==> src/rtl/exe_pkg.sv <==
// Shared definitions for the EXE result stage: opcodes, mviff selectors,
// default widths and the EI delay-window state type.
package exe_pkg;

    localparam int unsigned DATA_W_DEF = 16;
    localparam int unsigned OPC_W_DEF  = 6;

    localparam logic [5:0] OP_MVPC  = 6'h10;
    localparam logic [5:0] OP_MVIFF = 6'h1C;
    localparam logic [5:0] OP_EI    = 6'h1D;
    localparam logic [5:0] OP_DI    = 6'h1E;
    localparam logic [5:0] OP_RETN  = 6'h1F;

    localparam logic [1:0] IFF_SEL_1    = 2'd1;
    localparam logic [1:0] IFF_SEL_2    = 2'd2;
    localparam logic [1:0] IFF_SEL_BOTH = 2'd3;

    typedef enum logic {
        EI_IDLE,
        EI_PENDING
    } ei_state_e;

endpackage

==> src/rtl/exe_result_stage_if.sv <==
// EXE -> EXE/MEM bus: instruction inputs from EXE and the registered
// result back out. master = EXE side, slave = result stage.
interface exe_result_stage_if #(
    parameter int unsigned DATA_W = 16,
    parameter int unsigned OPC_W  = 6
);
    logic              in_valid;
    logic              stall;
    logic              flush;
    logic [OPC_W-1:0]  opcode;
    logic [1:0]        imm;
    logic [DATA_W-1:0] alu_result;
    logic [DATA_W-1:0] seq_npc;
    logic              out_valid;
    logic [DATA_W-1:0] result;

    modport master (
        output in_valid, stall, flush, opcode, imm, alu_result, seq_npc,
        input  out_valid, result
    );

    modport slave (
        input  in_valid, stall, flush, opcode, imm, alu_result, seq_npc,
        output out_valid, result
    );
endinterface

==> src/rtl/exe_result_stage_iff_ctrl.sv <==
// Architectural IFF1/IFF2 flip-flops with the EI one-instruction delay
// window; acknowledges override any retiring instruction's effect.
module iff_ctrl
    import exe_pkg::*;
(
    input  logic clk,
    input  logic reset,
    input  logic retire,
    input  logic is_ei,
    input  logic is_di,
    input  logic is_retn,
    input  logic nmi_ack,
    input  logic int_ack,
    output logic iff1,
    output logic iff2,
    output logic ei_pending
);

    ei_state_e state_q, state_d;
    logic      iff1_q, iff1_d;
    logic      iff2_q, iff2_d;

    always_ff @(posedge clk) begin
        if (reset) begin
            state_q <= EI_IDLE;
            iff1_q  <= 1'b0;
            iff2_q  <= 1'b0;
        end else begin
            state_q <= state_d;
            iff1_q  <= iff1_d;
            iff2_q  <= iff2_d;
        end
    end

    // DI beats completion of a pending EI; completion beats a fresh EI so
    // a repeated EI does not re-extend the window.
    always_comb begin
        state_d = state_q;
        iff1_d  = iff1_q;
        iff2_d  = iff2_q;
        if (int_ack) begin
            state_d = EI_IDLE;
            iff1_d  = 1'b0;
            iff2_d  = 1'b0;
        end else if (nmi_ack) begin
            state_d = EI_IDLE;
            iff1_d  = 1'b0;
        end else if (retire) begin
            if (is_di) begin
                state_d = EI_IDLE;
                iff1_d  = 1'b0;
                iff2_d  = 1'b0;
            end else if (state_q == EI_PENDING) begin
                state_d = EI_IDLE;
                iff1_d  = 1'b1;
                iff2_d  = 1'b1;
            end else if (is_ei) begin
                state_d = EI_PENDING;
            end else if (is_retn) begin
                iff1_d  = iff2_q;
            end
        end
    end

    assign iff1       = iff1_q;
    assign iff2       = iff2_q;
    assign ei_pending = (state_q == EI_PENDING);

endmodule

==> src/rtl/exe_result_stage.sv <==
// EXE result select and EXE/MEM pipeline register; owns the interrupt
// flip-flops through iff_ctrl.
module exe_result_stage
    import exe_pkg::*;
#(
    parameter int unsigned DATA_W = DATA_W_DEF,
    parameter int unsigned OPC_W  = OPC_W_DEF
) (
    input  logic                clk,
    input  logic                reset,
    exe_result_stage_if.slave   bus,
    input  logic                nmi_ack,
    input  logic                int_ack,
    output logic                iff1,
    output logic                iff2,
    output logic                int_enable
);

    logic              retire;
    logic              ei_pending;
    logic [OPC_W-1:0]  opc;
    logic [DATA_W-1:0] result_sel;
    logic [DATA_W-1:0] result_q;
    logic              out_valid_q;

    assign opc    = bus.opcode;
    assign retire = bus.in_valid & ~bus.stall & ~bus.flush;

    // mviff reads the IFF values registered before this edge (no bypass).
    always_comb begin
        result_sel = bus.alu_result;
        if (opc == OP_MVPC) begin
            result_sel = bus.seq_npc;
        end else if (opc == OP_MVIFF) begin
            result_sel = '0;
            case (bus.imm)
                IFF_SEL_1:    result_sel[0]   = iff1;
                IFF_SEL_2:    result_sel[0]   = iff2;
                IFF_SEL_BOTH: result_sel[1:0] = {iff2, iff1};
                default:      result_sel      = '0;
            endcase
        end
    end

    always_ff @(posedge clk) begin
        if (reset) begin
            out_valid_q <= 1'b0;
            result_q    <= '0;
        end else if (!bus.stall) begin
            out_valid_q <= retire;
            if (retire) begin
                result_q <= result_sel;
            end
        end
    end

    iff_ctrl u_iff_ctrl (
        .clk        (clk),
        .reset      (reset),
        .retire     (retire),
        .is_ei      (opc == OP_EI),
        .is_di      (opc == OP_DI),
        .is_retn    (opc == OP_RETN),
        .nmi_ack    (nmi_ack),
        .int_ack    (int_ack),
        .iff1       (iff1),
        .iff2       (iff2),
        .ei_pending (ei_pending)
    );

    assign bus.out_valid = out_valid_q;
    assign bus.result    = result_q;
    assign int_enable    = iff1 & ~ei_pending;

endmodule

==> src/flat_wrapper.sv <==
// flat-port wrapper written by rule: the top's interface ports become plain ports
module exe_result_stage_flat import exe_pkg::*;
#(
    parameter int unsigned DATA_W = DATA_W_DEF,
    parameter int unsigned OPC_W  = OPC_W_DEF
)
  (clk, reset, nmi_ack, int_ack, iff1, iff2, int_enable, bus_in_valid, bus_stall, bus_flush, bus_opcode, bus_imm, bus_alu_result, bus_seq_npc, bus_out_valid, bus_result);
  exe_result_stage_if #(.DATA_W(DATA_W), .OPC_W(OPC_W)) bus_i ();
  input  logic clk;
  input  logic reset;
  input  logic nmi_ack;
  input  logic int_ack;
  output logic iff1;
  output logic iff2;
  output logic int_enable;
  input wire logic [$bits(bus_i.in_valid)-1:0] bus_in_valid;
  input wire logic [$bits(bus_i.stall)-1:0] bus_stall;
  input wire logic [$bits(bus_i.flush)-1:0] bus_flush;
  input wire logic [$bits(bus_i.opcode)-1:0] bus_opcode;
  input wire logic [$bits(bus_i.imm)-1:0] bus_imm;
  input wire logic [$bits(bus_i.alu_result)-1:0] bus_alu_result;
  input wire logic [$bits(bus_i.seq_npc)-1:0] bus_seq_npc;
  output wire logic [$bits(bus_i.out_valid)-1:0] bus_out_valid;
  output wire logic [$bits(bus_i.result)-1:0] bus_result;
  assign bus_i.in_valid = bus_in_valid;
  assign bus_i.stall = bus_stall;
  assign bus_i.flush = bus_flush;
  assign bus_i.opcode = bus_opcode;
  assign bus_i.imm = bus_imm;
  assign bus_i.alu_result = bus_alu_result;
  assign bus_i.seq_npc = bus_seq_npc;
  assign bus_out_valid = bus_i.out_valid;
  assign bus_result = bus_i.result;
  exe_result_stage #(.DATA_W(DATA_W), .OPC_W(OPC_W)) u_core (.clk(clk), .reset(reset), .bus(bus_i), .nmi_ack(nmi_ack), .int_ack(int_ack), .iff1(iff1), .iff2(iff2), .int_enable(int_enable));
endmodule
==> config.mk <==
export PLATFORM = sky130hd
export DESIGN_NAME = exe_result_stage_flat
export DESIGN_NICKNAME = d
export VERILOG_FILES = /design/src/rtl/exe_pkg.sv /design/src/rtl/exe_result_stage_if.sv /design/src/rtl/exe_result_stage_iff_ctrl.sv /design/src/rtl/exe_result_stage.sv /design/src/flat_wrapper.sv
export SDC_FILE = /design/constraint.sdc
export NUM_CORES = 1
export LEC_CHECK = 0
export ABC_AREA = 1
export CAP_MARGIN = 20
export CORE_UTILIZATION = 38
export DETAILED_ROUTE_END_ITERATION = 8
export PLACE_DENSITY = 0.78
export SLEW_MARGIN = 20
export SYNTH_ARGS = -nofsm -noshare
export SYNTH_HDL_FRONTEND = slang
export SYNTH_HIERARCHICAL = 1
export SYNTH_SLANG_ARGS = --single-unit
==> constraint.sdc <==
create_clock -name clk -period 2 [get_ports clk]
set_clock_uncertainty 0.2 [all_clocks]
set_input_delay 0.4 -clock clk [delete_from_list [all_inputs] [get_ports clk]]
set_output_delay 0.4 -clock clk [all_outputs]
set_load 0.03 [all_outputs]
# == After elaboration in Yosys (flattened, before gate mapping) ==
# Cells that the tools add are included.
# op_classes
bitwise,7
n_eq_ne,9
mux,13
n_reduce_logical,8
# op_table
cell,n
two-way mux 16 bit,2
== test 6 x 5 -> 1 bit (second input constant),5
two-way mux 1 bit,10
AND reduction 3 bit,2
== test 2 bit (second input constant),2
inverter 1 bit,4
OR reduction 2 bit,2
bitwise AND 1 bit,3
!= test 3 x 1 -> 1 bit (second input constant),1
nonzero test 3 bit,1
OR reduction 3 bit,1
== test 2 x 1 -> 1 bit (second input constant),1
one-hot mux 1 bit (2 select lines),1
AND reduction 2 bit,1
nonzero test 2 bit,1
# totals
regBits,20
out_inout_bits,20
input_bits,47
elab_cells,42

# == Depth between registers and ports, before layout ==
# Gate-level depths: netlist of the first run.
# logic_depth
depth_word,5
ltp_mapped,11
ltp_nobuf,11

# == By module ==
# The synthesis of the first run kept the hierarchy.
# by_module_without_submodules
module,seq_area_each_um2,n_inst,area_each_um2,cells_each
exe_result_stage,340.3,1,1014.7,157
iff_ctrl,60.1,1,175.2,29

# == Least setup slack after synthesis of the first run ==
# OpenSTA, ideal clock, no wires.
# synth_path
path_type,reg2out
start,"reg u_core.u_iff_ctrl.iff1_q, in the netlist u_core/u_iff_ctrl/iff1"
end,out int_enable
n_path_buf,0
stages_incl_launch_ff,3
setup_slack_ps,393
required_ps,1400
arrival_time_ps,1007
cell_sequence,dfxtp_1 inv_1 nor2_1
# synth_via
elab_chain_len,1
# synth_rtl
item,line_no,rtl
from (decl),exe_result_stage_iff_ctrl.sv:20,"logic iff1_q, iff1_d;"
from (signal assigned),exe_result_stage_iff_ctrl.sv:30,iff1_q <= iff1_d;
bitwise AND 1 bit,exe_result_stage.sv:73,assign int_enable = iff1 & ~ei_pending;
to (decl),flat_wrapper.sv:15,output logic int_enable;
# Every way passes these cells.

# == Final worst setup path of the first run ==
# layout_path
start,"reg u_core.u_iff_ctrl.iff1_q, in the netlist u_core/u_iff_ctrl/iff1"
end,out iff1
# layout_rtl
item,line_no,rtl
to (decl),flat_wrapper.sv:13,output logic iff1;
# No word-level cell between the ends.

==> results of run 1 <==
-- registers in the layout, indices dropped and copies added, names as in the netlist --
name,cells
u_core/u_iff_ctrl/iff2,1
u_core/u_iff_ctrl/iff1,1
u_core/bus.out_valid,1
u_core/u_iff_ctrl/ei_pending,1
u_core/bus.result,16
-- cell families after synthesis --
family | after synthesis | share of synthesized area, %
AND/OR/NAND/NOR | 86 | 34.1
buffers and inverters | 43 | 16.5
flip-flops | 20 | 33.6
AO/OA/AOI/OAI | 37 | 15.8
-- synth_stat cells, types with 2 or more instances --
library cell / number
sky130_fd_sc_hd__a21oi_1: 18
sky130_fd_sc_hd__buf_2: 2
sky130_fd_sc_hd__buf_6: 4
sky130_fd_sc_hd__dfxtp_1: 20
sky130_fd_sc_hd__inv_1: 35
sky130_fd_sc_hd__nand2_1: 12
sky130_fd_sc_hd__nand3_1: 22
sky130_fd_sc_hd__nor2_1: 40
sky130_fd_sc_hd__nor2_2: 2
sky130_fd_sc_hd__nor3_1: 4
sky130_fd_sc_hd__o21ai_0: 17
-- tightest hold or removal path, stage by stage (launching register included) --
cell and delay, ps:
sky130_fd_sc_hd__dfxtp_1 330, sky130_fd_sc_hd__nand2_1 50, sky130_fd_sc_hd__a21oi_1 50
-- report_power, final --
| part | internal (mW) | switching (mW) | total (mW) |
|---|---|---|---|
| Clock | 0.111 | 0.128 | 0.239 |
| Sequential | 0.416 | 0.00838 | 0.424 |
| Combinational | 0.140 | 0.110 | 0.250 |
-- worst max path at each step --
stage / from / end / cells past startpoint
floorplan: u_core/u_iff_ctrl/iff1$_SDFFE_PP0P_ / int_enable / 2
global placement: bus_opcode[3] / u_core/u_iff_ctrl/iff2$_SDFFE_PP0P_ / 12
detailed placement: bus_opcode[2] / u_core/u_iff_ctrl/iff2$_SDFFE_PP0P_ / 12
CTS: u_core/u_iff_ctrl/iff1$_SDFFE_PP0P_ / iff1 / 1
global route: u_core/bus.result[9]$_SDFFE_PP0P_ / bus_result[9] / 1
finish: u_core/u_iff_ctrl/iff1$_SDFFE_PP0P_ / iff1 / 1
-- stage by stage --
step	util (%)	TNS, ps	cell area (um^2)	power, mW
floorplan	-	0	1190	0.538
global placement	66.6	-146	1900	0.681
CTS	67.8	0	1930	0.922
finish	67.9	0	1940	0.914
global route	67.9	0	1940	0.957
detailed placement	66.6	-312	1900	0.683
-- layer usage --
| metal | track usage, % | vias up |
|---|---|---|
| met4 | 7.14 | 0 |
| met2 | 34.2 | 38 |
| met3 | 2.68 | 4 |
| li1 | - | 725 |
| met1 | 25.2 | 603 |
| met5 | 0 | - |
-- cell type report --
cell class                      count  share of cell area (%)
Timing Repair Buffer               72                    37.6
Inverter                           36                    7.11
Multi-Input combinational cell    123                    30.7
Tap cell                           31                    2.00
Sequential cell                    20                    20.7
Clock buffer                        4                    1.87
-- timing repair --
| action | in CTS | in global routing |
|---|---|---|
| setup endpoints to repair | 2 | 1 |
| pin swaps | 0 | 0 |
| endpoints found under the hold margin | 0 | 0 |
| resized for setup | 2 | 1 |
==> flow_summary.yaml, run 1 <==
run_status:
  outcome: "complete, but fails checks"
  failed_checks: "DRC"
finish:
  layout_common_cells: "sky130_fd_sc_hd__clkdlybuf4s50_1 (64), sky130_fd_sc_hd__nor2_1 (39), sky130_fd_sc_hd__inv_1 (35), sky130_fd_sc_hd__nand3_1 (22), sky130_fd_sc_hd__dfxtp_1 (20)"
  final_layout_size_suffix_gt1_share_pct: 7.45
  multiInputGateArea_um2: 596
  diodes: 0
  area.growth.synth_to_final_pct: 62.8
  fillers: 266
  num-nets-final: 303
  stdcell_count: 286
  seq_area_um2: 400
  layout_commonest_cell: "sky130_fd_sc_hd__clkdlybuf4s50_1"
clock_network:
  post-cts-setup-buffers: 0
  cts_hold_repair.buffers: 0
  clock_sinks: 20
  clock_path_buffers: 2
  clk_lat_worst_skew_ps: 310
  h-tree-depth: 1
  cts_buffers: 3
  tritoncts: "yes"
  clk_pin_slew_worst_paths_ps: 120
  root_buffer: "sky130_fd_sc_hd__clkbuf_4"
die:
  design.portCount: 67
  design.die.area_um2: 3360
  design.core.area_um2: 2850
  die_h_um: 58.0
  dieWidth_um: 58.0
  floorplan.rows: 19
  initial_utilization_pct: 41.7
drt:
  drc: 4
  dr.max_layer_used: "met4"
  route.detailed.wl_per_inst_um: 11.3
  detailedRoute.firstPassIterationCount: 6
  route.met3.wl_um: 190
  ant_nets: 0
  drt_iter0_drc: 41
  vias_per_cell: 4.79
  vias: 1370
  drt-total-wl_um: 3220
  met1_length_um: 1500
  wl_met2_um: 1480
logic_synthesis:
  synth-seq-area-share_pct: 33.6
  synthDistinctLibCells: 21
  synth.avg_cell_area_um2: 6.40
  synth-seq-cells: 20
  synth_nets: 233
  dominantRegCellSynth: "sky130_fd_sc_hd__dfxtp_1"
  post_synth_inst_count: 186
  synth_edf_count: 0
  synth.top_cell.area_share_pct: 33.6
  synth.cell_area_um2: 1190
  synthArstFlopShare_pct: 0
  netlist_top_cells_area: "sky130_fd_sc_hd__dfxtp_1 (34%), sky130_fd_sc_hd__nor2_1 (13%), sky130_fd_sc_hd__inv_1 (11%)"
  ys_warn_count: 6
  synth_top_cell_by_area: "sky130_fd_sc_hd__dfxtp_1"
worst_setup_path:
  critical_path.slowest_cell: "sky130_fd_sc_hd__clkdlybuf4s50_1"
  timing.critical_path.buf_inv: 1
  worstPathCellList: "clkdlybuf4s50_1"
  timing.critical_path.from_type: "flop"
  kind_of_cell_with_the_highest_combined_delay_on_the_critical_path: "buffers and inverters"
  timing.reg2reg.setup_slack_ps: 890
  worst_flop_to_flop_path_startpoint: "u_core/u_iff_ctrl/iff2$_SDFFE_PP0P_"
  critPathMaxStageDelay_ps: 670
  worst_setup_ep_type: "output pin"
  critical_path_peak_fanout: 3
  rr_endpoint: "u_core/bus.result[0]$_SDFFE_PP0P_"
  crit_type: "flop to output pin"
  critPathRequiredTime_ps: 1400
  cp_data_arrival_time_ps: 1340
  worstRegToRegCells: 6
placement:
  finalWeightedCongestion: 0.783
  place.detailed.instances: 282
  dp_worst_setup_slack_ps: -155
  numPortBuffers: 66
  post-dp-hpwl_um: 2380
global_routing:
  first_pass_grt_wire_length_um: 5180
  global_route.overflow_total: 0
  gr-usage-all-layers_pct: 19.8
  maximum_number_of_pins_on_one_net_before_global_route_repair: 33
  via_count_of_the_first_global_routing_pass: 1223
  grt_antenna_before_repair: 0
job:
  max_cap_viol_count: 0
pwr:
  p_per_area_nw_per_um2: 472
  static-leakage-power_nw: 0.907
  worst_ir_drop_vdd_v: 0.000260
timing:
  setup-violations-final: 0
  timing.final.ws_setup_ps: 62.5
  report.final.slew_viol_count: 0
  fmax_ghz: 0.516
  min_period_over_period_pct: 96.9
  final_hold_violations: 0
  holdWs_ps: 266
  tightestPinTransition_ps: 411
  worst_slew_margin_rel_pct: 72.6
  setup_repair_after_global_routing_missed_its_margin: "no"
  finalCriticalPeriod_ps: 1940
worst_hold_path:
  hold_path.startpoint: "u_core/bus.out_valid$_SDFFE_PP0N_"
  hold-path-endpoint: "u_core/bus.out_valid$_SDFFE_PP0N_"
  worstHoldPathType: "flop to flop"
  worst_hold_path_depth: 2
No activity file was read; power rests on OpenSTA's default activity.
==> run 2, diff against run 1 <==
--- a/config.mk
+++ b/config.mk
@@ -10,6 +10,7 @@
 export CORE_UTILIZATION = 38
 export DETAILED_ROUTE_END_ITERATION = 8
 export PLACE_DENSITY = 0.78
+export SETUP_SLACK_MARGIN = 0.1
 export SLEW_MARGIN = 20
 export SYNTH_ARGS = -nofsm -noshare
 export SYNTH_HDL_FRONTEND = slang
==> flow_summary.yaml, run 2 (same netlist as run 1, synthesis figures left out) <==
run_status:
  outcome: "complete, but fails checks"
  failed_checks: "DRC"
finish:
  area.growth.synth_to_final_pct: 61.4
  num-nets-final: 303
  seq_area_um2: 400
  multiInputGateArea_um2: 601
  largest_reg_flops: 16
  layout_commonest_cell: "sky130_fd_sc_hd__clkdlybuf4s50_1"
  layout_common_cells: "sky130_fd_sc_hd__clkdlybuf4s50_1 (46), sky130_fd_sc_hd__nor2_1 (39), sky130_fd_sc_hd__inv_1 (35), sky130_fd_sc_hd__nand3_1 (22), sky130_fd_sc_hd__dfxtp_1 (20)"
  finish.utilization_pct: 67.3
  final_layout_size_suffix_gt1_share_pct: 7.84
  fillers: 271
  diodes: 0
global_routing:
  gr-max-usage-layer: "met2"
  global_route.overflow_total: 0
  gr-usage-all-layers_pct: 19.8
  global_route.usage.met1_pct: 25.2
  first_pass_grt_wire_length_um: 5180
  via_count_of_the_first_global_routing_pass: 1223
  grtUsageMet2_pct: 34.2
  maximum_number_of_pins_on_one_net_before_global_route_repair: 33
  groute.layer.met3.usage_pct: 2.68
  grt_antenna_before_repair: 0
die:
  design.core.area_um2: 2850
  design.portCount: 67
  design.die.area_um2: 3360
  dieWidth_um: 58.0
  die_h_um: 58.0
  floorplan.rows: 19
  initial_utilization_pct: 41.7
worst_setup_path:
  critical_path_peak_fanout: 3
  critPathRequiredTime_ps: 1400
  rr_endpoint: "u_core/bus.result[0]$_SDFFE_PP0P_"
  kind_of_cell_with_the_highest_combined_delay_on_the_critical_path: "buffers and inverters"
  worstPathCellList: "inv_1, nor2_1, clkdlybuf4s15_1"
  worst_setup_path_endpoint: "int_enable"
  timing.critical_path.from_type: "flop"
  worstRegToRegCells: 6
  crit_type: "flop to output pin"
  cp.depth: 3
  critPathLaunch: "u_core/u_iff_ctrl/iff1$_SDFFE_PP0P_"
  critPathMaxStageDelay_ps: 370
  worst_setup_ep_type: "output pin"
  critical_path.slowest_cell: "sky130_fd_sc_hd__clkdlybuf4s15_1"
  timing.critical_path.buf_inv: 2
  cp_data_arrival_time_ps: 1170
  worst_flop_to_flop_path_startpoint: "u_core/u_iff_ctrl/iff2$_SDFFE_PP0P_"
  timing.reg2reg.setup_slack_ps: 880
worst_hold_path:
  worstHoldPathType: "flop to flop"
drt:
  route.detailed.wl_per_inst_um: 11.3
  detailedRoute.firstPassIterationCount: 6
  vias: 1369
  drc: 4
  drt_iter0_drc: 39
  vias_per_cell: 4.79
  ant_nets: 0
  drt-total-wl_um: 3230
pwr:
  clockPowerShare_pct: 26.5
  p_per_area_nw_per_um2: 469
  switching_share_pct: 27.3
  power.switching_mw: 0.246
  static-leakage-power_nw: 0.980
  worst_ir_drop_vdd_v: 0.000257
  seq_power_share_pct: 47.0
  cellInternalPower_mw: 0.655
  fraction_of_power_consumed_by_combinational_cells_pct: 26.5
clock_network:
  clk_pin_slew_worst_paths_ps: 120
  root_buffer: "sky130_fd_sc_hd__clkbuf_4"
  clk_lat_worst_skew_ps: 310
  clock_path_buffers: 2
  clock_sinks: 20
  cts_buffers: 3
  h-tree-depth: 1
  tritoncts: "yes"
placement:
  dp_worst_setup_slack_ps: -155
  finalWeightedCongestion: 0.783
  post-dp-hpwl_um: 2380
  numPortBuffers: 66
timing:
  report.final.slew_viol_count: 0
  setup-violations-final: 0
  worst_slew_margin_rel_pct: 72.8
  fmax_ghz: 0.564
  holdWs_ps: 263
  final_hold_violations: 0
  setup_repair_after_global_routing_missed_its_margin: "no"
  tightestPinTransition_ps: 408
  timing.final.ws_setup_ps: 226
  min_period_over_period_pct: 88.7
  finalCriticalPeriod_ps: 1770
job:
  max_cap_viol_count: 0
==> run 2: changes by cell type in the layout (fill, tap and decap cells not counted) <==
cell	delta
sky130_fd_sc_hd__clkdlybuf4s50_1	-18
sky130_fd_sc_hd__dlygate4sd2_1	+17
sky130_fd_sc_hd__nor3_1	-1
sky130_fd_sc_hd__nor3_2	+1
sky130_fd_sc_hd__clkdlybuf4s15_1	+1
==> run 2: routing by layer <==
metal	vias to the layer above	routed length, um	share of wire [%]
met2	37	1510	47
met4	0	48	1.5
met3	4	184	5.7
met5	-	0	0
met1	605	1480	46
li1	723	-	-
==> run 2: how the worst min path moves through the flow <==
stage / start / endpoint / slack [ps] / cells past startpoint
floorplan: reset / u_core/bus.out_valid$_SDFFE_PP0N_ / 270 / 1
global placement: u_core/bus.out_valid$_SDFFE_PP0N_ / u_core/bus.out_valid$_SDFFE_PP0N_ / 250 / 2
detailed placement: u_core/bus.out_valid$_SDFFE_PP0N_ / u_core/bus.out_valid$_SDFFE_PP0N_ / 250 / 2
CTS: u_core/bus.out_valid$_SDFFE_PP0N_ / u_core/bus.out_valid$_SDFFE_PP0N_ / 260 / 2
global route: u_core/bus.out_valid$_SDFFE_PP0N_ / u_core/bus.out_valid$_SDFFE_PP0N_ / 310 / 2
finish: u_core/bus.out_valid$_SDFFE_PP0N_ / u_core/bus.out_valid$_SDFFE_PP0N_ / 260 / 2
==> run 2: cell type report <==
type,instances,share of cell area [%]
Multi-Input combinational cell,123,31.3
Timing Repair Buffer,72,36.8
Clock buffer,4,1.89
Inverter,36,7.17
Tap cell,31,2.02
Sequential cell,20,20.8
==> run 2: repair_timing <==
action / in CTS / in global routing
resized for setup: 20 / 3
pin swaps: 0 / 1
buffers inserted: 0 / 0
hold buffers: 0 / 0
setup endpoints to repair: 20 / 4
==> run 2: power by group through the flow <==
stage	combinational, mW	clock, mW	sequential [mW]
floorplan	0.0715	0	0.467
global placement	0.248	0	0.433
detailed placement	0.250	0	0.433
CTS	0.239	0.247	0.424
global route	0.259	0.259	0.426
finish	0.239	0.239	0.423
==> run 2: through the flow <==
stage                     total power, mW  cell area [um^2]  TNS, ps  cells
after CTS                           0.910              1910        0    286
after global routing                0.944              1920        0    286
after global placement              0.681              1900     -146    282
after floorplan                     0.538              1190        0    186
after detailed placement            0.683              1900     -312    282
final                               0.902              1920        0    286
==> run 2: worst register-to-register path: cells and delay by family, from the launching register on <==
| kind | cells | cell delay, ps |
|---|---|---|
| DFF | 1 | 420 |
| and+or+nand+nor | 5 | 310 |
| AOI/OAI and AO/OA | 1 | 130 |
